## config.mk

```make
export PLATFORM = sky130hd
export DESIGN_NAME = decomp_fetch_scheduler
export DESIGN_NICKNAME = d
export VERILOG_FILES = /design/src/rtl/decomp_fetch_scheduler.sv
export SDC_FILE = /design/constraint.sdc
export NUM_CORES = 1
export LEC_CHECK = 0
export ABC_AREA = 1
export ABC_CLOCK_PERIOD_IN_PS = 7200
export BUFFER_PORTS_ARGS = -buffer_cell sky130_fd_sc_hd__buf_2
export CAP_MARGIN = 20
export CORE_MARGIN = 2
export CORE_UTILIZATION = 56
export CTS_CLUSTER_DIAMETER = 30
export DETAILED_ROUTE_END_ITERATION = 10
export PLACE_DENSITY_LB_ADDON = 0.12
export SLEW_MARGIN = 0
export SYNTH_ARGS = -nofsm -noshare
export SYNTH_HDL_FRONTEND = slang
export SYNTH_SLANG_ARGS = --single-unit
```

## constraint.sdc

```tcl
create_clock -name clk -period 7.2 [get_ports clk]
set_input_delay 0.36 -clock clk [delete_from_list [all_inputs] [get_ports clk]]
set_output_delay 0.36 -clock clk [all_outputs]
set_load 0.005 [all_outputs]
```

## src/rtl/decomp_fetch_scheduler.sv

```systemverilog
// Round-robin refill scheduler: one 64-bit weight-memory read port shared by NUM_LANES decompressor lanes.
// Optional stall counter output (stall_cycles) is compiled in when DECOMP_FETCH_STATS_EN is defined.
module decomp_fetch_scheduler #(
   parameter int NUM_LANES = 4,
   parameter int AW        = 12,
   parameter int LW        = 10,
   parameter int RD_LAT    = 1
) (
   input  logic                    clk,
   input  logic                    rst,
   input  logic                    start,
   input  logic [NUM_LANES*AW-1:0] lane_base,
   input  logic [NUM_LANES*LW-1:0] lane_len,
   input  logic [NUM_LANES-1:0]    lane_req,
   output logic                    mem_rd_en,
   output logic [AW-1:0]           mem_addr,
   input  logic [63:0]             mem_rd_data,
   output logic [63:0]             lane_data,
   output logic [NUM_LANES-1:0]    lane_load,
   output logic [NUM_LANES-1:0]    lane_done,
   output logic                    busy,
   output logic                    done
`ifdef DECOMP_FETCH_STATS_EN
   ,
   output logic [31:0]             stall_cycles
`endif
);
   localparam int PW = (NUM_LANES > 1) ? $clog2(NUM_LANES) : 1;
   localparam int CW = $clog2(RD_LAT + 1);

   typedef enum logic [1:0] {IDLE, ARB, WAIT, DELIVER} state_t;

   state_t                        state_q, state_d;
   logic [NUM_LANES-1:0][AW-1:0]  base_q, base_d;
   logic [NUM_LANES-1:0][LW-1:0]  len_q, len_d;
   logic [NUM_LANES-1:0][LW-1:0]  cnt_q, cnt_d;
   logic [NUM_LANES-1:0]          pending_q, pending_d;
   logic [NUM_LANES-1:0]          ldone_q, ldone_d;
   logic [NUM_LANES-1:0]          load_q, load_d;
   logic [PW-1:0]                 rr_q, rr_d;
   logic [PW-1:0]                 gnt_q, gnt_d;
   logic [PW-1:0]                 gnt_idx;
   logic [CW-1:0]                 wcnt_q, wcnt_d;
   logic [63:0]                   data_q, data_d;
   logic                          done_q, done_d;

   function automatic logic [PW-1:0] lane_wrap(input int v);
      return (v >= NUM_LANES) ? PW'(v - NUM_LANES) : PW'(v);
   endfunction

   // Scan downwards so the lowest offset from rr_q is the one left standing.
   always_comb begin
      gnt_idx = '0;
      for (int i = NUM_LANES - 1; i >= 0; i--) begin
         if (pending_q[lane_wrap(int'(rr_q) + i)]) gnt_idx = lane_wrap(int'(rr_q) + i);
      end
   end

   always_comb begin
      state_d   = state_q;
      base_d    = base_q;
      len_d     = len_q;
      cnt_d     = cnt_q;
      pending_d = pending_q;
      ldone_d   = ldone_q;
      load_d    = '0;
      rr_d      = rr_q;
      gnt_d     = gnt_q;
      wcnt_d    = wcnt_q;
      data_d    = data_q;
      done_d    = done_q;
      mem_rd_en = 1'b0;
      mem_addr  = '0;

      case (state_q)
         IDLE: begin
            if (start) begin
               base_d  = lane_base;
               len_d   = lane_len;
               cnt_d   = '0;
               rr_d    = '0;
               done_d  = 1'b0;
               state_d = ARB;
               for (int k = 0; k < NUM_LANES; k++) ldone_d[k] = (lane_len[k*LW +: LW] == '0);
            end
         end
         ARB: begin
            if (pending_q == '0) begin
               if (&ldone_q) begin
                  done_d  = 1'b1;
                  state_d = IDLE;
               end
            end else begin
               gnt_d     = gnt_idx;
               mem_rd_en = 1'b1;
               mem_addr  = base_q[gnt_idx] + AW'(cnt_q[gnt_idx]);
               wcnt_d    = CW'(RD_LAT - 1);
               state_d   = WAIT;
            end
         end
         WAIT: begin
            if (wcnt_q == '0) begin
               data_d         = mem_rd_data;
               load_d[gnt_q]  = 1'b1;
               state_d        = DELIVER;
            end else begin
               wcnt_d = wcnt_q - CW'(1);
            end
         end
         DELIVER: begin
            cnt_d[gnt_q] = cnt_q[gnt_q] + LW'(1);
            if ((cnt_q[gnt_q] + LW'(1)) == len_q[gnt_q]) ldone_d[gnt_q] = 1'b1;
            rr_d    = lane_wrap(int'(gnt_q) + 1);
            state_d = ARB;
         end
         default: state_d = IDLE;
      endcase

      // A request is tested against the post-delivery count so the final word never triggers a refetch.
      for (int k = 0; k < NUM_LANES; k++) begin
         if (state_q == IDLE) begin
            if (start) pending_d[k] = (lane_len[k*LW +: LW] != '0);
         end else begin
            if (state_q == DELIVER && gnt_q == PW'(k)) pending_d[k] = 1'b0;
            if (lane_req[k] && (cnt_d[k] < len_q[k])) pending_d[k] = 1'b1;
         end
      end
   end

   always_ff @(posedge clk or posedge rst) begin
      if (rst) begin
         state_q   <= IDLE;
         base_q    <= '0;
         len_q     <= '0;
         cnt_q     <= '0;
         pending_q <= '0;
         ldone_q   <= '0;
         load_q    <= '0;
         rr_q      <= '0;
         gnt_q     <= '0;
         wcnt_q    <= '0;
         data_q    <= '0;
         done_q    <= 1'b0;
      end else begin
         state_q   <= state_d;
         base_q    <= base_d;
         len_q     <= len_d;
         cnt_q     <= cnt_d;
         pending_q <= pending_d;
         ldone_q   <= ldone_d;
         load_q    <= load_d;
         rr_q      <= rr_d;
         gnt_q     <= gnt_d;
         wcnt_q    <= wcnt_d;
         data_q    <= data_d;
         done_q    <= done_d;
      end
   end

   assign lane_data = data_q;
   assign lane_load = load_q;
   assign lane_done = ldone_q;
   assign busy      = (state_q != IDLE);
   assign done      = done_q;

`ifdef DECOMP_FETCH_STATS_EN
   logic [31:0] stall_q, stall_d;

   always_comb begin
      stall_d = stall_q;
      if (state_q == IDLE && start) begin
         stall_d = '0;
      end else if (pending_q != '0 && state_q != ARB && stall_q != 32'hFFFF_FFFF) begin
         stall_d = stall_q + 32'd1;
      end
   end

   always_ff @(posedge clk or posedge rst) begin
      if (rst) stall_q <= '0;
      else     stall_q <= stall_d;
   end

   assign stall_cycles = stall_q;
`endif
endmodule

```

==> impl_metrics.yaml, run 1 <==
timing:
  final_min_period_over_clock_period_pct: 78.1
  setup_skew_after_layout_ns: 0.00979
  hold_viol_final: 0
  layout_min_cycle_time_ns: 5.62
  grt_setup_unrepaired: "false"
  hold-worst-slack_ns: 0.0112
  setup_violations: 0
  timing_max_transition_violations_final: 0
  setup_ws_final_ns: 1.58
  worst-slew-pin-transition_ns: 1.01
  max_slew_margin_pct: 32.6
  setup_total_negative_slack_ns: 0
  fmaxAchievable_ghz: 0.178
yosys:
  synth_largest_area_cell: "dfrtp_1"
  ys_dominant_reg_cell: "dfrtp_1"
  yosys.area.top_type_share_pct: 45.0
  async_reset_ff_share_pct: 100
  yosys_warnings: 0
  syn-cell-area_um2: 11700
  synth.ff_latch_count: 211
  mappedNetlistNets: 1600
  ys_top_cells_by_area: "dfrtp_1, mux2_2, nand2_1"
  syn_inst: 1384
  synth_seq_area_share_pct: 45.0
  postSynthAreaPerCell_um2: 8.48
  synth_enable_flop_cells: 0
  post_synth_num_cell_types: 48
clock_network:
  number_of_gates_resized_after_cts: 0
  clock_tree_from_tritoncts: "yes"
  number_of_buffers_added_to_fix_hold_violations_after_cts: 0
  cts_root_buffer: "clkbuf_16"
  clock_latency_ns: 0.54
  clkSinkCount: 211
  clock_buffer_count_from_cts: 48
  cts.repair_timing.setup_buffer_count: 0
  path_clk_slew_ns: 0.05
  clockBufferDepth: 3
  cts-htree-levels: 2
drt:
  routed_wirelength_um: 35000
  vias_per_cell: 5.58
  drtPass1Iterations: 5
  first_iter_violations: 956
  avgRoutedWirePerCell_um: 18.1
  post-route-drc-count: 0
  dr_total_vias: 10800
  drtAntennaViolNets: 0
critical_path:
  worstPathArrival_ns: 5.26
  critPathLaunchType: "register"
  timing.reg2reg.setup_slack_ns: 2.84
  r2r.worst_path.cells: 22
  reg2reg_from: "gnt_q[1]$_DFFE_PP0P_"
  critPathRequiredTime_ns: 6.84
  end_kind: "output pin"
  worst_setup_path_startpoint: "rr_q[0]$_DFFE_PP0P_"
  worstReg2RegEnd: "pending_q[1]$_DFFE_PP0P_"
  worstSetupPathType: "register to output pin"
  cp_max_fo: 66
final_layout:
  n_fill_cell: 1600
  drive_gt1_share_pct: 27.7
  area.growth.synth_to_final_pct: 25.9
  final_nets: 1843
global_route:
  global_route.overflow_total: 0
  grt_first_pass_wirelength_um: 55900
  grt_pass1_vias: 10800
  grt_util_all_layers_pct: 32.1
  initial_antenna_violation_count: 1
  grt_start_max_net_pins: 141
run:
  cap_violations: 0
min_path:
  hold_class: "primary input to asynchronous set/reset pin"
die:
  floorplan.core_area_um2: 20400
  die-area_um2: 22100
  row_count: 52
  io-pin-count: 246
  fp.dieW_um: 149
  initial_core_util_pct: 57.5
  chip_height_um: 149
placement:
  routabilityCongestion: 0.969
  pre_cts_slack_ns: 2.20
  place.port_buffers: 245
  dp.final_hpwl_um: 24800
run_status:
  outcome: "complete, no violations"
power_and_ir_drop:
  power.density_cell_area_nw_per_um2: 613
  vdd_ir_drop_max_mv: 0.351
  p_leak_nw: 7.49
  p_total_mw: 9.06
where the power goes:
part | internal [mW] | leakage [nW] | total, mW | switching, mW
combinational | 1.76 | 4.12 | 4.77 | 3.00
sequential | 1.72 | 2.55 | 2.04 | 0.321
clock | 1.57 | 0.814 | 2.25 | 0.684
total | 5.05 | 7.49 | 9.06 | 4.01
kinds of logic after synthesis:
family	count (synthesis)	share of synthesized area (%)
AND/OR/NAND/NOR	494	17.4
AO/OA/AOI/OAI	312	14.3
flip-flops	211	45.0
buffers and inverters	204	7.00
multiplexers	102	9.78
adder cells (fa/ha/maj)	57	6.14
XOR/XNOR	4	0.416
cell usage in the layout (no fill, tap or decap), types with 5 or more instances in the layout:
cell type,synthesis,final
o21a_1,6,6
nand2_1,268,266
buf_4,7,9
clkbuf_1,30,11
clkbuf_8,0,6
nor3_1,7,7
buf_2,11,245
nand4_1,5,5
inv_2,6,6
clkbuf_16,0,48
nor2_1,123,123
o211ai_1,5,5
mux2_2,102,102
nand2_2,6,7
a21oi_1,113,113
nand3_1,64,64
o21ai_1,16,16
bufinv_16,0,8
inv_1,133,132
clkinv_2,0,8
o22ai_1,19,19
ha_1,56,55
dfrtp_1,211,211
nor4_1,10,10
o21ai_0,134,134
state kept, by name, indices dropped and copies added, names as in the netlist:
name       flops
lane_data     64
base_q        48
cnt_q         40
len_q         40
lane_done      4
lane_load      4
pending_q      4
gnt_q          2
rr_q           2
state_q        2
done           1
how the worst max path moves through the flow:
stage	slack (ns)	cells past startpoint	end
after detailed placement	2.20	24	mem_addr[8]
after CTS	1.64	24	mem_addr[8]
final	1.58	25	mem_addr[8]
after floorplan	1.07	1	base_q[0]$_DFFE_PP0P_
after global placement	2.25	24	mem_addr[8]
after global routing	0.97	24	mem_addr[11]
cell usage after synthesis (6+ instances only):
cell type,n
o22ai_1,19
a21oi_1,113
dfrtp_1,211
nor3_1,7
nor2_1,123
buf_4,7
o21ai_1,16
nor4_1,10
inv_1,133
o21a_1,6
buf_1,10
nand3_1,64
mux2_2,102
inv_2,6
o21ai_0,134
nand2_1,268
buf_2,11
nand2_2,6
ha_1,56
clkbuf_1,30
stage by stage:
stage	std cells	utilization (%)	cell area (um^2)
after CTS	1934	72.4	14800
after detailed placement	1847	64.2	13100
after global placement	1847	64.2	13100
final	1935	72.4	14800
after floorplan	1384	-	11700
after global routing	1935	72.4	14800
layer usage:
| layer | vias up | GRT usage [%] | part of all wire, % |
|---|---|---|---|
| met1 | 5047 | 42.2 | 39 |
| met4 | 0 | 13.3 | 4.0 |
| met2 | 504 | 50.8 | 47 |
| li1 | 5140 | - | - |
| met3 | 102 | 8.50 | 9.7 |
| met5 | - | 0 | 0 |
worst max-delay path, cell delays in order (launching register included):
cell	delay, ns
dfrtp_1	0.46
inv_2	0.13
nand2_1	0.06
nand2_1	0.09
nand2_1	0.08
nand2_1	0.12
inv_1	0.05
a21oi_1	0.12
nand3_1	0.14
nand2_2	0.76
inv_1	0.57
o21ai_0	0.28
o21ai_0	0.11
ha_1	0.27
fa_1	0.45
nand3_1	0.10
nand2_1	0.07
nand2_1	0.10
nand2_1	0.06
nand2_1	0.08
a21oi_1	0.09
nor2_1	0.10
o21bai_1	0.08
o21ai_0	0.14
a21oi_1	0.06
buf_2	0.13
cell type report:
type	instances	area [um^2]	area share (%)
inverter	143	544	3.68
antenna	1	2.50	0.0169
tap	270	338	2.29
clock buffer	65	1330	8.96
sequential	211	5280	35.7
multi-input combinational	969	5650	38.2
timing repair buffer	254	1290	8.75
clock inverter	22	348	2.35
No activity file was read; power rests on OpenSTA's default activity.
==> inputs of run 2 (changes only) <==
--- a/config.mk
+++ b/config.mk
@@ -5,12 +5,12 @@
 export SDC_FILE = /design/constraint.sdc
 export NUM_CORES = 1
 export LEC_CHECK = 0
-export ABC_AREA = 1
-export ABC_CLOCK_PERIOD_IN_PS = 7200
+export ABC_AREA = 0
+export ABC_CLOCK_PERIOD_IN_PS = 5300
 export BUFFER_PORTS_ARGS = -buffer_cell sky130_fd_sc_hd__buf_2
 export CAP_MARGIN = 20
 export CORE_MARGIN = 2
-export CORE_UTILIZATION = 56
+export CORE_UTILIZATION = 55
 export CTS_CLUSTER_DIAMETER = 30
 export DETAILED_ROUTE_END_ITERATION = 10
 export PLACE_DENSITY_LB_ADDON = 0.12
==> constraint.sdc (replaced) <==
create_clock -name clk -period 5.3 [get_ports clk]
set_input_delay 0.265 -clock clk [delete_from_list [all_inputs] [get_ports clk]]
set_output_delay 0.265 -clock clk [all_outputs]
set_load 0.005 [all_outputs]
==> run 2 against run 1 <==
Register-to-register slack worse by 1.8 ns. Worst setup slack worse by 1.2 ns. Design area up 6.5%. Clock-buffer cell count down 8. Wire length down 4.3%. Global-route usage down 1.1 points. Critical path type unchanged. Clock skew about the same. Sequential share of layout area down 2.2 points. Non-clock buffer count up 152. Combinational power down 95%. Utilization up 5.7 points. First-iteration DRC count down 58%.
==> impl_metrics.yaml, run 2 <==
drt:
  avgRoutedWirePerCell_um: 20.5
  dr_total_vias: 9192
  drtAntennaViolNets: 0
  vias_per_cell: 5.62
  drtPass1Iterations: 5
  post-route-drc-count: 0
  routed_wirelength_um: 33500
  first_iter_violations: 404
power_and_ir_drop:
  power.internal_mw: 3.60
  clockPowerShare_pct: 58.8
  power.share.sequential_pct: 35.7
  pwr-share-comb_pct: 5.5
  power.density_cell_area_nw_per_um2: 294
  sw_frac_of_total_pct: 22.4
  p_leak_nw: 7.77
  switching_power_mw: 1.04
  vdd_ir_drop_max_mv: 0.250
  p_total_mw: 4.64
final_layout:
  largest_register_ffs: 64
  fin_util_pct: 78.1
  area.growth.synth_to_final_pct: 39.5
  final_nets: 1548
  layout.cells.most_common_list: "buf_2, dfrtp_1, mux2_2, dlygate4sd3_1, inv_1"
  n_fill_cell: 1261
  drive_gt1_share_pct: 39.5
  antenna_diode_count: 0
  mostFrequentLayoutCell: "buf_2"
critical_path:
  critPathRequiredTime_ns: 5.04
  cp_max_fo: 14
  worstPathArrival_ns: 4.67
  worstSetupPathType: "register to output pin"
  critPathLaunchType: "register"
  end_kind: "output pin"
yosys:
  synth.ff_latch_count: 211
  async_reset_ff_share_pct: 100
  mappedNetlistNets: 1141
  synthesized_area_fraction_occupied_by_ao_oa_aoi_and_oai_cells_pct: 9.84
  synth_fa_ha_area_share_pct: 6.38
  synth_simple_gate_area_share_pct: 7.00
  synth_most_common_cell: "dfrtp_1"
  synth_enable_flop_cells: 0
  syn_inst: 925
  ys_dominant_reg_cell: "dfrtp_1"
  ys_top_cells_by_area: "dfrtp_1, mux2_2, ha_1"
  synthXorXnorAreaFrac_pct: 1.93
  synth_top_family_by_area: "multiplexers"
  post_synth_num_cell_types: 70
  synth.top_cells.by_count: "dfrtp_1, mux2_2, inv_1, ha_1, nor2_1"
  synth_seq_area_share_pct: 46.8
  syn-cell-area_um2: 11300
  muxShareOfSynthArea_pct: 24.0
  postSynthAreaPerCell_um2: 12.2
  synth_largest_area_cell: "dfrtp_1"
  yosys_warnings: 0
  yosys.area.top_type_share_pct: 46.8
die:
  chip_height_um: 147
  die-area_um2: 21700
  initial_core_util_pct: 56.0
  row_count: 52
  fp.dieW_um: 147
  io-pin-count: 246
  floorplan.core_area_um2: 20200
timing:
  worst-slew-pin-transition_ns: 0.852
  hold_viol_final: 0
  setup_skew_after_layout_ns: 0.00960
  timing_max_transition_violations_final: 0
  grt_setup_unrepaired: "false"
  max_slew_margin_pct: 43.2
  final_min_period_over_clock_period_pct: 93.0
  fmaxAchievable_ghz: 0.203
  hold-worst-slack_ns: 0.00833
  setup_violations: 0
  layout_min_cycle_time_ns: 4.93
  setup_total_negative_slack_ns: 0
placement:
  place.port_buffers: 245
  routabilityCongestion: 0.919
  dp.final_hpwl_um: 21300
min_path:
  hold_class: "primary input to register"
clock_network:
  clock_buffer_count_from_cts: 45
  clock_tree_from_tritoncts: "yes"
  clkSinkCount: 211
  clock_latency_ns: 0.52
  clockBufferDepth: 3
  cts_root_buffer: "clkbuf_16"
  path_clk_slew_ns: 0.05
  cts-htree-levels: 2
run:
  cap_violations: 0
global_route:
  grt_first_pass_wirelength_um: 52600
  grt_util_all_layers_pct: 31.0
  grt_pass1_vias: 9991
  grt_start_max_net_pins: 94
  initial_antenna_violation_count: 0
  global_route.overflow_total: 0
run_status:
  outcome: "complete, no violations"
run 2: what timing repair did:
action                                  CTS  global route
hold endpoints to repair                164             0
endpoints found under the setup margin    0             2
hold buffers                            146             0
buffers inserted                          0             1
resized for setup                         0             1
run 2: path summary, 6_finish.rpt:
path / startpoint / endpoint / slack (ns) / cells past startpoint
hold reg to reg: base_q[30]$_DFFE_PP0P_ / base_q[30]$_DFFE_PP0P_ / 0.50 / 1
setup reg to reg: gnt_q[0]$_DFFE_PP0P_ / pending_q[0]$_DFFE_PP0P_ / 1.07 / 14
max in group asynchronous: rst / cnt_q[32]$_DFF_PP0_ / 3.74 / 4
min in group asynchronous: rst / lane_data[6]$_DFFE_PP0N_ / 0.34 / 3
hold / removal: mem_rd_data[1] / lane_data[1]$_DFFE_PP0N_ / 0.008 / 2
setup / recovery: rr_q[1]$_DFFE_PP0P_ / mem_addr[10] / 0.37 / 16
run 2: cells by family (layout without fill, tap and decap cells):
logic type,Yosys count,in the layout
mux,220,220
flops,211,211
simple gates,157,157
compound gates,152,152
buf+inv,104,546
fa+ha+maj,57,57
xor+xnor,24,24
run 2: power groups by stage:
stage | clock, mW | combinational, mW | sequential, mW
2_1_floorplan | 0 | 0.0520 | 1.68
3_3_place_gp | 0 | 0.158 | 1.68
3_5_place_dp | 0 | 0.161 | 1.68
4_1_cts | 2.75 | 0.245 | 1.65
5_1_grt | 2.84 | 0.274 | 1.66
6_report | 2.73 | 0.253 | 1.66
run 2: area by class of cell:
type	instances	area [um^2]	share of cell area, %
Multi-Input combinational cell	610	5580	35.4
Inverter	58	221	1.41
Clock inverter	25	245	1.56
Clock buffer	57	1240	7.88
Timing Repair Buffer	406	2850	18.1
Sequential cell	211	5280	33.5
Tap cell	270	338	2.14
run 2: layer usage:
metal,track usage (%),vias to the layer above,share of wire (%)
met5,0,-,0
met4,13.5,0,3.9
met3,7.73,94,7.5
met2,53.0,374,50
met1,37.4,4501,38
li1,-,4223,-
run 2: critical path, cell delays in order (launching register included):
cell       delay (ns)
dfrtp_1          0.48
a21o_1           0.16
a21oi_1          0.10
o22ai_4          0.47
buf_4            0.35
mux2_2           0.36
nor2_1           0.08
a21oi_1          0.05
ha_1             0.35
a21o_1           0.19
a21oi_1          0.22
o21bai_1         0.12
a2111oi_1        0.63
o31ai_1          0.19
xnor2_1          0.15
nor2_1           0.09
buf_2            0.15
run 2: per-stage QoR:
step,std cells,setup slack (ns),instance area [um^2]
finish,1637,0.370,15800
global route,1637,0.0267,15800
CTS,1636,0.155,15700
detailed placement,1408,0.737,12800
global placement,1407,0.797,12800
floorplan,925,1.12,11300
==> inputs of run 3 (changes only) <==
--- a/config.mk
+++ b/config.mk
@@ -6,7 +6,7 @@
 export NUM_CORES = 1
 export LEC_CHECK = 0
 export ABC_AREA = 0
-export ABC_CLOCK_PERIOD_IN_PS = 5300
+export ABC_CLOCK_PERIOD_IN_PS = 5200
 export BUFFER_PORTS_ARGS = -buffer_cell sky130_fd_sc_hd__buf_2
 export CAP_MARGIN = 20
 export CORE_MARGIN = 2
==> constraint.sdc (replaced) <==
create_clock -name clk -period 5.2 [get_ports clk]
set_input_delay 0.26 -clock clk [delete_from_list [all_inputs] [get_ports clk]]
set_output_delay 0.26 -clock clk [all_outputs]
set_load 0.005 [all_outputs]
==> run 3 against run 2 <==
Sequential cell count unchanged. Global-route usage increased by 1.3 points. First-iteration DRC count rose by 26%. Sequential power hardly changed. Utilization is 1.5 points higher. Critical path depth grew 1. Critical path type unchanged. Largest power group unchanged.
==> impl_metrics.yaml, run 3 (same netlist as run 2, synthesis figures left out) <==
min_path:
  timing.hold.worst_endpoint: "len_q[19]$_DFFE_PP0P_"
  min-delay-start: "lane_len[19]"
  hold_class: "primary input to register"
  hold_depth: 2
power_and_ir_drop:
  vdd_ir_drop_max_mv: 0.247
  power.share.sequential_pct: 32.7
  switching_power_mw: 1.10
  clockPowerShare_pct: 62.3
  p_leak_nw: 7.92
  power.density_cell_area_nw_per_um2: 322
  pwr-share-comb_pct: 5.1
  sw_frac_of_total_pct: 21.3
  power.internal_mw: 4.07
  p_total_mw: 5.17
die:
  io-pin-count: 246
  initial_core_util_pct: 56.0
  die-area_um2: 21700
  floorplan.core_area_um2: 20200
  row_count: 52
  fp.dieW_um: 147
  chip_height_um: 147
placement:
  placed_area_um2: 12800
  place.port_buffers: 245
  pre_cts_slack_ns: 0.655
  dp.final_hpwl_um: 21200
  routabilityCongestion: 0.929
drt:
  routed_wirelength_um: 34900
  first_iter_violations: 511
  avgRoutedWirePerCell_um: 21.1
  vias_per_cell: 5.65
  drtPass1Iterations: 5
  drtAntennaViolNets: 0
  dr_total_vias: 9321
  post-route-drc-count: 0
clock_network:
  clock_buffer_count_from_cts: 49
  clock_latency_ns: 0.54
  cts_root_buffer: "clkbuf_16"
  cts.repair_timing.setup_buffer_count: 0
  clock_tree_from_tritoncts: "yes"
  clockBufferDepth: 3
  path_clk_slew_ns: 0.05
  clkSinkCount: 211
  cts-htree-levels: 2
critical_path:
  r2r.worst_path.cells: 13
  timing.reg2reg.setup_slack_ns: 1.13
  cp_cell_sequence: "a21o_1 -> a21oi_1 -> o22ai_4 -> buf_4 -> mux2_2 -> nor2_1 -> a21oi_1 -> ha_1 -> fa_1 -> a21o_1 -> a21oi_1 -> o21bai_1 -> a2111oi_2 -> o31ai_1 -> xnor2_1 -> nor2_1 -> buf_2"
  cpPeakStageDelay_ns: 0.51
  critPathMostFrequentCell: "a21oi_1"
  critPathLaunchType: "register"
  reg2reg_from: "gnt_q[0]$_DFFE_PP0P_"
  worstSetupPathType: "register to output pin"
  end_kind: "output pin"
  critPathRequiredTime_ns: 4.94
  critPathTopFamily: "compound AO/OA/AOI/OAI gates"
  critPathBufInv: 2
  worstPathArrival_ns: 4.65
  worstReg2RegEnd: "pending_q[0]$_DFFE_PP0P_"
  slowest_stage: "dfrtp_1"
  cp_max_fo: 15
final_layout:
  largest_register_ffs: 64
  fin_util_pct: 79.6
  layout.area.seq_um2: 5280
  mostFrequentLayoutCell: "buf_2"
  area.growth.synth_to_final_pct: 42.2
  drive_gt1_share_pct: 39.6
  finalInstanceArea_um2: 16100
  multi_input_comb_area_um2: 5580
  n_fill_cell: 1182
  layout.cells.most_common_list: "buf_2, dfrtp_1, mux2_2, dlygate4sd3_1, inv_1"
  final_nets: 1556
global_route:
  grt_util_all_layers_pct: 32.4
  initial_antenna_violation_count: 2
  grt_first_pass_wirelength_um: 54700
  grt_start_max_net_pins: 161
  global_route.overflow_total: 0
  grt_pass1_vias: 10200
timing:
  final_min_period_over_clock_period_pct: 94.4
  max_slew_margin_pct: 40.0
  hold_viol_final: 0
  setup_skew_after_layout_ns: 0.0123
  timing_max_transition_violations_final: 0
  grt_setup_unrepaired: "false"
  fmaxAchievable_ghz: 0.204
  setup_violations: 0
  setup_total_negative_slack_ns: 0
  layout_min_cycle_time_ns: 4.91
  worst-slew-pin-transition_ns: 0.901
  setup_ws_final_ns: 0.293
run_status:
  outcome: "complete, no violations"
run:
  cap_violations: 0
[run 3: changes by cell type in the layout (fill, tap and decap cells not counted), sizes merged]
cell and delta:
buf -2, bufinv +4, clkbuf +10, diode +1
dlygate4sd3 +6, inv -5
[run 3: worst reg2reg max path: cells and delay by family (launching register included)]
| kind | cells | cell delay [ns] |
|---|---|---|
| buffers and inverters | 1 | 0.39 |
| DFF | 1 | 0.43 |
| and+or+nand+nor | 3 | 0.50 |
| xor gates and xnor gates | 1 | 0.25 |
| muxes | 1 | 0.64 |
| AOI/OAI and AO/OA | 6 | 1.48 |
| adders and majority gates | 1 | 0.30 |
[run 3: final cells by class]
class,instances,area share (%)
Sequential cell,211,32.9
Multi-Input combinational cell,610,34.8
Tap cell,270,2.10
Inverter,58,1.38
Timing Repair Buffer,410,17.9
Clock inverter,24,2.07
Clock buffer,67,8.82
Antenna cell,1,0.0156
[run 3: worst max path at each step]
stage | slack, ns | to | depth (start not counted) | startpoint
floorplan | 1.02 | mem_addr[10] | 17 | rr_q[1]$_DFFE_PP0P_
global placement | 0.76 | mem_addr[10] | 17 | rr_q[1]$_DFFE_PP0P_
detailed placement | 0.66 | mem_addr[10] | 17 | rr_q[1]$_DFFE_PP0P_
CTS | 0.12 | mem_addr[10] | 13 | rr_q[1]$_DFFE_PP0P_
global route | 0.07 | mem_addr[10] | 17 | rr_q[1]$_DFFE_PP0P_
finish | 0.29 | mem_addr[10] | 17 | rr_q[1]$_DFFE_PP0P_
[run 3: power groups by stage]
| stage | combinational (mW) | sequential, mW | clock (mW) |
|---|---|---|---|
| 3_3_place_gp | 0.160 | 1.71 | 0 |
| 6_report | 0.263 | 1.69 | 3.22 |
| 2_1_floorplan | 0.0530 | 1.71 | 0 |
| 5_1_grt | 0.284 | 1.69 | 3.33 |
| 4_1_cts | 0.253 | 1.69 | 3.23 |
| 3_5_place_dp | 0.164 | 1.71 | 0 |
[run 3: stage by stage]
step           hold WS [ns]  cells
2_1_floorplan         0.411    925
3_3_place_gp          0.218   1406
3_5_place_dp          0.226   1407
4_1_cts             0.00940   1650
5_1_grt              0.0114   1651
6_report             0.0224   1651
[run 3: metal layers]
layer / part of all wire (%) / track usage [%]
met2: 51 / 56.8
met5: 0.032 / 0
met3: 7.2 / 7.55
met1: 38 / 38.4
met4: 3.8 / 13.6
[run 3: repair_timing]
action                                  CTS  global route
endpoints found under the setup margin    1             2
hold endpoints to repair                160             0
gates resized for setup                   1             1
hold buffers                            152             0
gates cloned                              0             0
